**src/rtl/rv_alu_mc.sv**
```systemverilog
// rv_alu_mc: registered XLEN-wide integer ALU with a 2-stage multiplier and an iterative radix-2 divider.
// Optional Zbb ops (MIN/MAX/MINU/MAXU/ANDN/ORN/XNOR) are built only when RV_ALU_ZBB_EN is defined.
package pkg_rv_decode;
  typedef enum logic [4:0] {
    ALU_ADD = 5'd0, ALU_SUB, ALU_S2, ALU_SLT, ALU_SLTU, ALU_XOR, ALU_OR, ALU_AND,
    ALU_SLL, ALU_SRL, ALU_SRA,
    ALU_MUL, ALU_MULH, ALU_MULHSU, ALU_MULHU,
    ALU_DIV, ALU_DIVU, ALU_REM, ALU_REMU,
    ALU_MIN, ALU_MAX, ALU_MINU, ALU_MAXU, ALU_ANDN, ALU_ORN, ALU_XNOR
  } alu_t;
endpackage

module rv_alu_mc
  import pkg_rv_decode::*;
#(
  parameter int XLEN = 32,
  parameter int SHW  = $clog2(XLEN)
) (
  input  logic            clk,
  input  logic            xreset,
  input  logic            rdy,
  input  logic            start,
  input  alu_t            alu,
  input  logic [XLEN-1:0] rrd1,
  input  logic [XLEN-1:0] rrd2,
  output logic [XLEN-1:0] rwdat,
  output logic            busy,
  output logic            cmpl,
  output logic            mulop
);

  localparam int CW = $clog2(XLEN + 1);
  localparam logic [XLEN-1:0] MOST_NEG = {1'b1, {(XLEN-1){1'b0}}};

  typedef enum logic [1:0] {IDLE, MUL2, DIV, DFIX} state_t;

  state_t          r_state, w_state_nxt;
  logic [XLEN-1:0] r_rwdat;
  logic            r_cmpl;
  logic            r_mulop;
  logic [XLEN:0]   r_ma, r_mb;
  logic            r_mlo;
  logic [XLEN-1:0] r_quo, r_rem, r_dvs;
  logic            r_s1, r_s2, r_isrem;
  logic [CW-1:0]   r_cnt;

  logic            w_issue, w_is_mul, w_is_div, w_div_signed, w_div_rem;
  logic            w_div_zero, w_div_ovf, w_div_special;
  logic            w_slt, w_sltu, w_s1, w_s2;
  logic [SHW-1:0]  w_shamt;
  logic [XLEN-1:0] w_simple, w_special, w_mag1, w_mag2;
  logic [2*XLEN-1:0] w_ea, w_eb, w_prod;
  logic [XLEN:0]   w_rsh, w_dif;
  logic            w_ge;
  logic [XLEN-1:0] w_qfix, w_rfix;

  assign w_issue      = start & rdy & (r_state == IDLE);
  assign w_is_mul     = alu inside {ALU_MUL, ALU_MULH, ALU_MULHSU, ALU_MULHU};
  assign w_is_div     = alu inside {ALU_DIV, ALU_DIVU, ALU_REM, ALU_REMU};
  assign w_div_signed = (alu == ALU_DIV) | (alu == ALU_REM);
  assign w_div_rem    = (alu == ALU_REM) | (alu == ALU_REMU);
  assign w_div_zero   = (rrd2 == '0);
  assign w_div_ovf    = w_div_signed & (rrd1 == MOST_NEG) & (rrd2 == '1);
  assign w_div_special = w_is_div & (w_div_zero | w_div_ovf);

  assign w_slt   = $signed(rrd1) < $signed(rrd2);
  assign w_sltu  = rrd1 < rrd2;
  assign w_shamt = rrd2[SHW-1:0];

  // Single-cycle result; any code not listed (including the Zbb codes when disabled) yields zero.
  always_comb begin
    w_simple = '0;
    case (alu)
      ALU_ADD:  w_simple = rrd1 + rrd2;
      ALU_SUB:  w_simple = rrd1 - rrd2;
      ALU_S2:   w_simple = rrd2;
      ALU_SLT:  w_simple = {{(XLEN-1){1'b0}}, w_slt};
      ALU_SLTU: w_simple = {{(XLEN-1){1'b0}}, w_sltu};
      ALU_XOR:  w_simple = rrd1 ^ rrd2;
      ALU_OR:   w_simple = rrd1 | rrd2;
      ALU_AND:  w_simple = rrd1 & rrd2;
      ALU_SLL:  w_simple = rrd1 << w_shamt;
      ALU_SRL:  w_simple = rrd1 >> w_shamt;
      ALU_SRA:  w_simple = $signed(rrd1) >>> w_shamt;
`ifdef RV_ALU_ZBB_EN
      ALU_MIN:  w_simple = w_slt  ? rrd1 : rrd2;
      ALU_MAX:  w_simple = w_slt  ? rrd2 : rrd1;
      ALU_MINU: w_simple = w_sltu ? rrd1 : rrd2;
      ALU_MAXU: w_simple = w_sltu ? rrd2 : rrd1;
      ALU_ANDN: w_simple = rrd1 & ~rrd2;
      ALU_ORN:  w_simple = rrd1 | ~rrd2;
      ALU_XNOR: w_simple = ~(rrd1 ^ rrd2);
`endif
      default:  w_simple = '0;
    endcase
  end

  always_comb begin
    w_special = '0;
    if (w_div_zero)
      w_special = w_div_rem ? rrd1 : '1;
    else if (w_div_ovf)
      w_special = w_div_rem ? '0 : MOST_NEG;
  end

  assign w_s1   = w_div_signed & rrd1[XLEN-1];
  assign w_s2   = w_div_signed & rrd2[XLEN-1];
  assign w_mag1 = w_s1 ? -rrd1 : rrd1;
  assign w_mag2 = w_s2 ? -rrd2 : rrd2;

  // Explicit sign extension to 2*XLEN makes the low 2*XLEN bits of a plain product exact.
  assign w_ea   = {{(XLEN-1){r_ma[XLEN]}}, r_ma};
  assign w_eb   = {{(XLEN-1){r_mb[XLEN]}}, r_mb};
  assign w_prod = w_ea * w_eb;

  // Restoring step: the extra top bit of the difference is the borrow.
  assign w_rsh  = {r_rem, r_quo[XLEN-1]};
  assign w_dif  = w_rsh - {1'b0, r_dvs};
  assign w_ge   = ~w_dif[XLEN];
  assign w_qfix = (r_s1 ^ r_s2) ? -r_quo : r_quo;
  assign w_rfix = r_s1 ? -r_rem : r_rem;

  always_ff @(posedge clk or negedge xreset) begin
    if (!xreset)
      r_state <= IDLE;
    else
      r_state <= w_state_nxt;
  end

  always_comb begin
    w_state_nxt = r_state;
    if (rdy) begin
      case (r_state)
        IDLE: begin
          if (w_issue && w_is_mul)
            w_state_nxt = MUL2;
          else if (w_issue && w_is_div && !w_div_special)
            w_state_nxt = DIV;
        end
        MUL2:    w_state_nxt = IDLE;
        DIV:     if (r_cnt == CW'(1)) w_state_nxt = DFIX;
        DFIX:    w_state_nxt = IDLE;
        default: w_state_nxt = IDLE;
      endcase
    end
  end

  // Datapath registers; everything freezes while rdy is low.
  always_ff @(posedge clk or negedge xreset) begin
    if (!xreset) begin
      r_rwdat <= '0;
      r_cmpl  <= 1'b0;
      r_mulop <= 1'b0;
      r_ma    <= '0;
      r_mb    <= '0;
      r_mlo   <= 1'b0;
      r_quo   <= '0;
      r_rem   <= '0;
      r_dvs   <= '0;
      r_s1    <= 1'b0;
      r_s2    <= 1'b0;
      r_isrem <= 1'b0;
      r_cnt   <= '0;
    end else if (rdy) begin
      r_cmpl <= 1'b0;
      case (r_state)
        IDLE: begin
          if (w_issue) begin
            r_mulop <= w_is_mul | w_is_div;
            if (w_is_mul) begin
              r_ma  <= {(alu != ALU_MULHU) & rrd1[XLEN-1], rrd1};
              r_mb  <= {((alu == ALU_MUL) | (alu == ALU_MULH)) & rrd2[XLEN-1], rrd2};
              r_mlo <= (alu == ALU_MUL);
            end else if (w_is_div && !w_div_special) begin
              r_quo   <= w_mag1;
              r_dvs   <= w_mag2;
              r_rem   <= '0;
              r_s1    <= w_s1;
              r_s2    <= w_s2;
              r_isrem <= w_div_rem;
              r_cnt   <= CW'(XLEN);
            end else begin
              r_rwdat <= w_is_div ? w_special : w_simple;
              r_cmpl  <= 1'b1;
            end
          end else begin
            r_mulop <= 1'b0;
          end
        end
        MUL2: begin
          r_rwdat <= r_mlo ? w_prod[XLEN-1:0] : w_prod[2*XLEN-1:XLEN];
          r_cmpl  <= 1'b1;
        end
        DIV: begin
          r_rem <= w_ge ? w_dif[XLEN-1:0] : w_rsh[XLEN-1:0];
          r_quo <= {r_quo[XLEN-2:0], w_ge};
          r_cnt <= r_cnt - CW'(1);
        end
        DFIX: begin
          r_rwdat <= r_isrem ? w_rfix : w_qfix;
          r_cmpl  <= 1'b1;
        end
        default: r_cmpl <= 1'b0;
      endcase
    end
  end

  assign rwdat = r_rwdat;
  assign busy  = (r_state != IDLE);
  assign cmpl  = r_cmpl & rdy;
  assign mulop = r_mulop;

endmodule

```
**config.mk**
```make
export PLATFORM = sky130hd
export DESIGN_NAME = rv_alu_mc
export DESIGN_NICKNAME = d
export VERILOG_FILES = /design/src/rtl/rv_alu_mc.sv
export SDC_FILE = /design/constraint.sdc
export NUM_CORES = 2
export LEC_CHECK = 0
export ABC_AREA = 1
export CAP_MARGIN = 20
export CORE_MARGIN = 2
export CORE_UTILIZATION = 67
export DETAILED_ROUTE_END_ITERATION = 12
export PLACE_DENSITY = 0.85
export SLEW_MARGIN = 15
export SYNTH_ARGS = -nofsm -noshare
export SYNTH_HDL_FRONTEND = slang
export SYNTH_SLANG_ARGS = --single-unit
```
**constraint.sdc**
```tcl
create_clock -name clk -period 8.2 [get_ports clk]
set_input_delay 1.64 -clock clk [delete_from_list [all_inputs] [get_ports clk]]
set_output_delay 1.64 -clock clk [all_outputs]
set_load 0.005 [all_outputs]
```
==> flow_metrics.py <==
metrics = {
    "run_status": {
        "status": "completed",
    },
    "clock_network": {
        "root_buffer": "clkbuf_16",
        "path_clk_slew_ns": 0.06,
        "htree_levels": 1,
        "cts-buffers-inserted": 30,
        "cts.hold.buffers_added": 0,
        "cts_buffer_depth": 3,
        "cts.sinks": 208,
        "clock_latency_ns": 0.69,
        "cts_tree": "built",
    },
    "final_layout": {
        "nFillCells": 7482,
        "nets": 11137,
        "multi_input_area_um2": 50280,
        "syn2layout_area_growth_pct": 6.565,
        "final_util_pct": 71.73,
        "drive_gt1_share_pct": 4.650,
        "seq_area_um2": 5233,
    },
    "die": {
        "die_w_um": 317.5,
        "core_area_um2": 97840,
        "ios": 108,
        "die_h_um": 317.5,
        "die-area_um2": 100800,
        "rows": 115,
        "initial_core_util_pct": 67.31,
    },
    "synth": {
        "synthesis.area_um2": 65860,
        "ys_types": 60,
        "synth_most_common_cell": "nand2_1",
        "synth_flop_cell": "dfrtp_1",
        "synth_commonest_cells": "nand2_1, inv_1, fa_1",
        "netlist_top_cells_area": "fa_1, nand2_1, inv_1, dfrtp_1, ha_1",
        "syn_area_per_cell_um2": 6.823,
        "async_flop_share_pct": 100.0,
        "synth-edff-count": 0,
        "ys_ff_latch": 208,
        "yosysSeqAreaShare_pct": 7.903,
        "syn_nets": 11202,
        "yosysWarnings": 0,
        "syn_inst": 9653,
        "synth_top_cell_area_share_pct": 34.29,
        "synth_top_area_cell": "fa_1",
    },
    "routing": {
        "vias": 70508,
        "drt_iter0_drc": 11868,
        "via_per_inst": 6.457,
        "top_layer": "met5",
        "met3WireLength_um": 51880,
        "wl_per_cell_um": 26.87,
        "ant_nets": 0,
        "wl_met2_um": 115700,
        "routed_wl_um": 293500,
        "dr.pass1.iters": 13,
        "drc": 0,
        "met1_length_um": 93490,
    },
    "timing": {
        "fmax_mhz": 122.1,
        "hold_slack_ns": 0.4937,
        "setup_viol_count_final": 0,
        "clock_skew_ns": 0.09497,
        "fin_crit_ns": 8.189,
        "slew_headroom_pct": 18.60,
        "rsz0062_at_grt": "yes",
        "period_share_pct": 99.86,
        "drv_slew": 0,
        "hold_viol": 0,
        "worst_pin_slew_ns": 1.220,
    },
    "placed_design": {
        "dp_hpwl_um": 231600,
        "routabilityCongestion": 1.158,
        "io_buffer_count": 107,
    },
    "setup_path": {
        "worstPathArrival_ns": 8.69,
        "worstSetupEndpointType": "flop",
        "crit_path_max_incr_delay_ns": 0.66,
        "cp_common_cell": "inv_1",
        "crit_slowest_cell": "fa_2",
        "path_class": "reg2reg",
        "worstPathMaxFanout": 7,
        "r2r_cells": 30,
        "worst_setup_path_start_kind": "flop",
        "cp.required_ns": 8.70,
    },
    "global_routing": {
        "grt_antenna_before_repair": 37,
        "grt_pass1_wl_um": 433900,
        "grt_max_degree": 148,
        "grt_pass1_vias": 70540,
        "grt.overflow.total": 0,
        "grtUsageTotal_pct": 57.81,
    },
    "hold_path": {
        "hold_path.class": "reg2reg",
        "holdPathStages": 2,
    },
    "run": {
        "drv_cap": 0,
    },
}
==> stage by stage <==
| step | std cells | setup TNS (ns) | setup slack, ns | cell area (um2) |
|---|---|---|---|---|
| after floorplan | 9653 | 0 | 0.8582 | 65860 |
| after global placement | 10830 | 0 | 0.2669 | 68820 |
| after detailed placement | 10830 | 0 | 0.1988 | 68820 |
| after CTS | 10886 | 0 | 0.006351 | 69880 |
| after global routing | 10901 | -1.001 | -0.1788 | 70140 |
| final | 10920 | 0 | 0.01128 | 70190 |
==> repair_timing <==
item / CTS / global route
setup buffers: 0 / 13
setup endpoints to repair: 0 / 29
gates resized for setup: 0 / 62
endpoints found under the hold margin: 0 / 0
==> worst max-delay path, delay by kind of cell, from the launching register on <==
family          cells  cell delay (ns)
flops               1             0.48
fa+ha+maj           9             4.80
compound gates      1             0.14
buf+inv            10             1.24
simple gates       10             1.36
==> kinds of logic after synthesis <==
logic type,share of synthesized area [%]
flops,7.903
compound gates,7.553
fa+ha+maj,40.90
simple gates,26.45
buf+inv,15.95
xor+xnor,1.250
==> state kept, by name (all words and copies together) (netlist names) <==
register and flops:
mulop 1, r_cmpl 1, r_cnt 6, r_dvs 32, r_isrem 1, r_ma 33, r_mb 33, r_mlo 1
r_quo 32, r_rem 32, r_s1 1, r_s2 1, r_state 2, rwdat 32
==> final timing paths <==
kind	slack, ns	endpoint	start
min	0.49	r_dvs[26]	r_dvs[26]
max	0.01	rwdat[31]	r_ma[32]
max in group asynchronous	5.59	r_ma[9]	xreset
min in group asynchronous	1.08	rwdat[2]	xreset
max reg2reg	0.01	rwdat[31]	r_ma[32]
min reg2reg	0.49	r_dvs[26]	r_dvs[26]
==> layer usage <==
metal  global-route usage [%]  vias to the layer above
met5                  0.04728                        -
met4                    46.46                       44
met3                    26.26                     2297
met2                    80.95                     6898
met1                    68.55                    32687
li1                         -                    28582
==> layout make-up <==
cell class / count / area share, %
Multi-Input combinational cell: 6682 / 71.63
Tap cell: 1287 / 2.294
Sequential cell: 208 / 7.455
Timing Repair Buffer: 351 / 4.631
Antenna cell: 21 / 0.07487
Clock inverter: 18 / 0.3173
Clock buffer: 38 / 1.198
Inverter: 2315 / 12.40
==> cells in the final DEF, fill, tap and decap left out, types with 67 or more instances in the layout <==
master,netlist,layout
a21oi_1,302,294
nand3_1,646,646
nor3_1,68,67
nand4_1,99,99
inv_1,2279,2275
ha_1,348,342
nor2_1,520,518
xor2_1,75,75
fa_1,1128,1117
o21ai_0,337,336
clkdlybuf4s50_1,0,104
dfrtp_1,208,188
nand2_1,2764,2762
buf_4,7,210
Power is not shown: default switching activity piles up to over one toggle a cycle in this logic, so the estimate is an artifact.
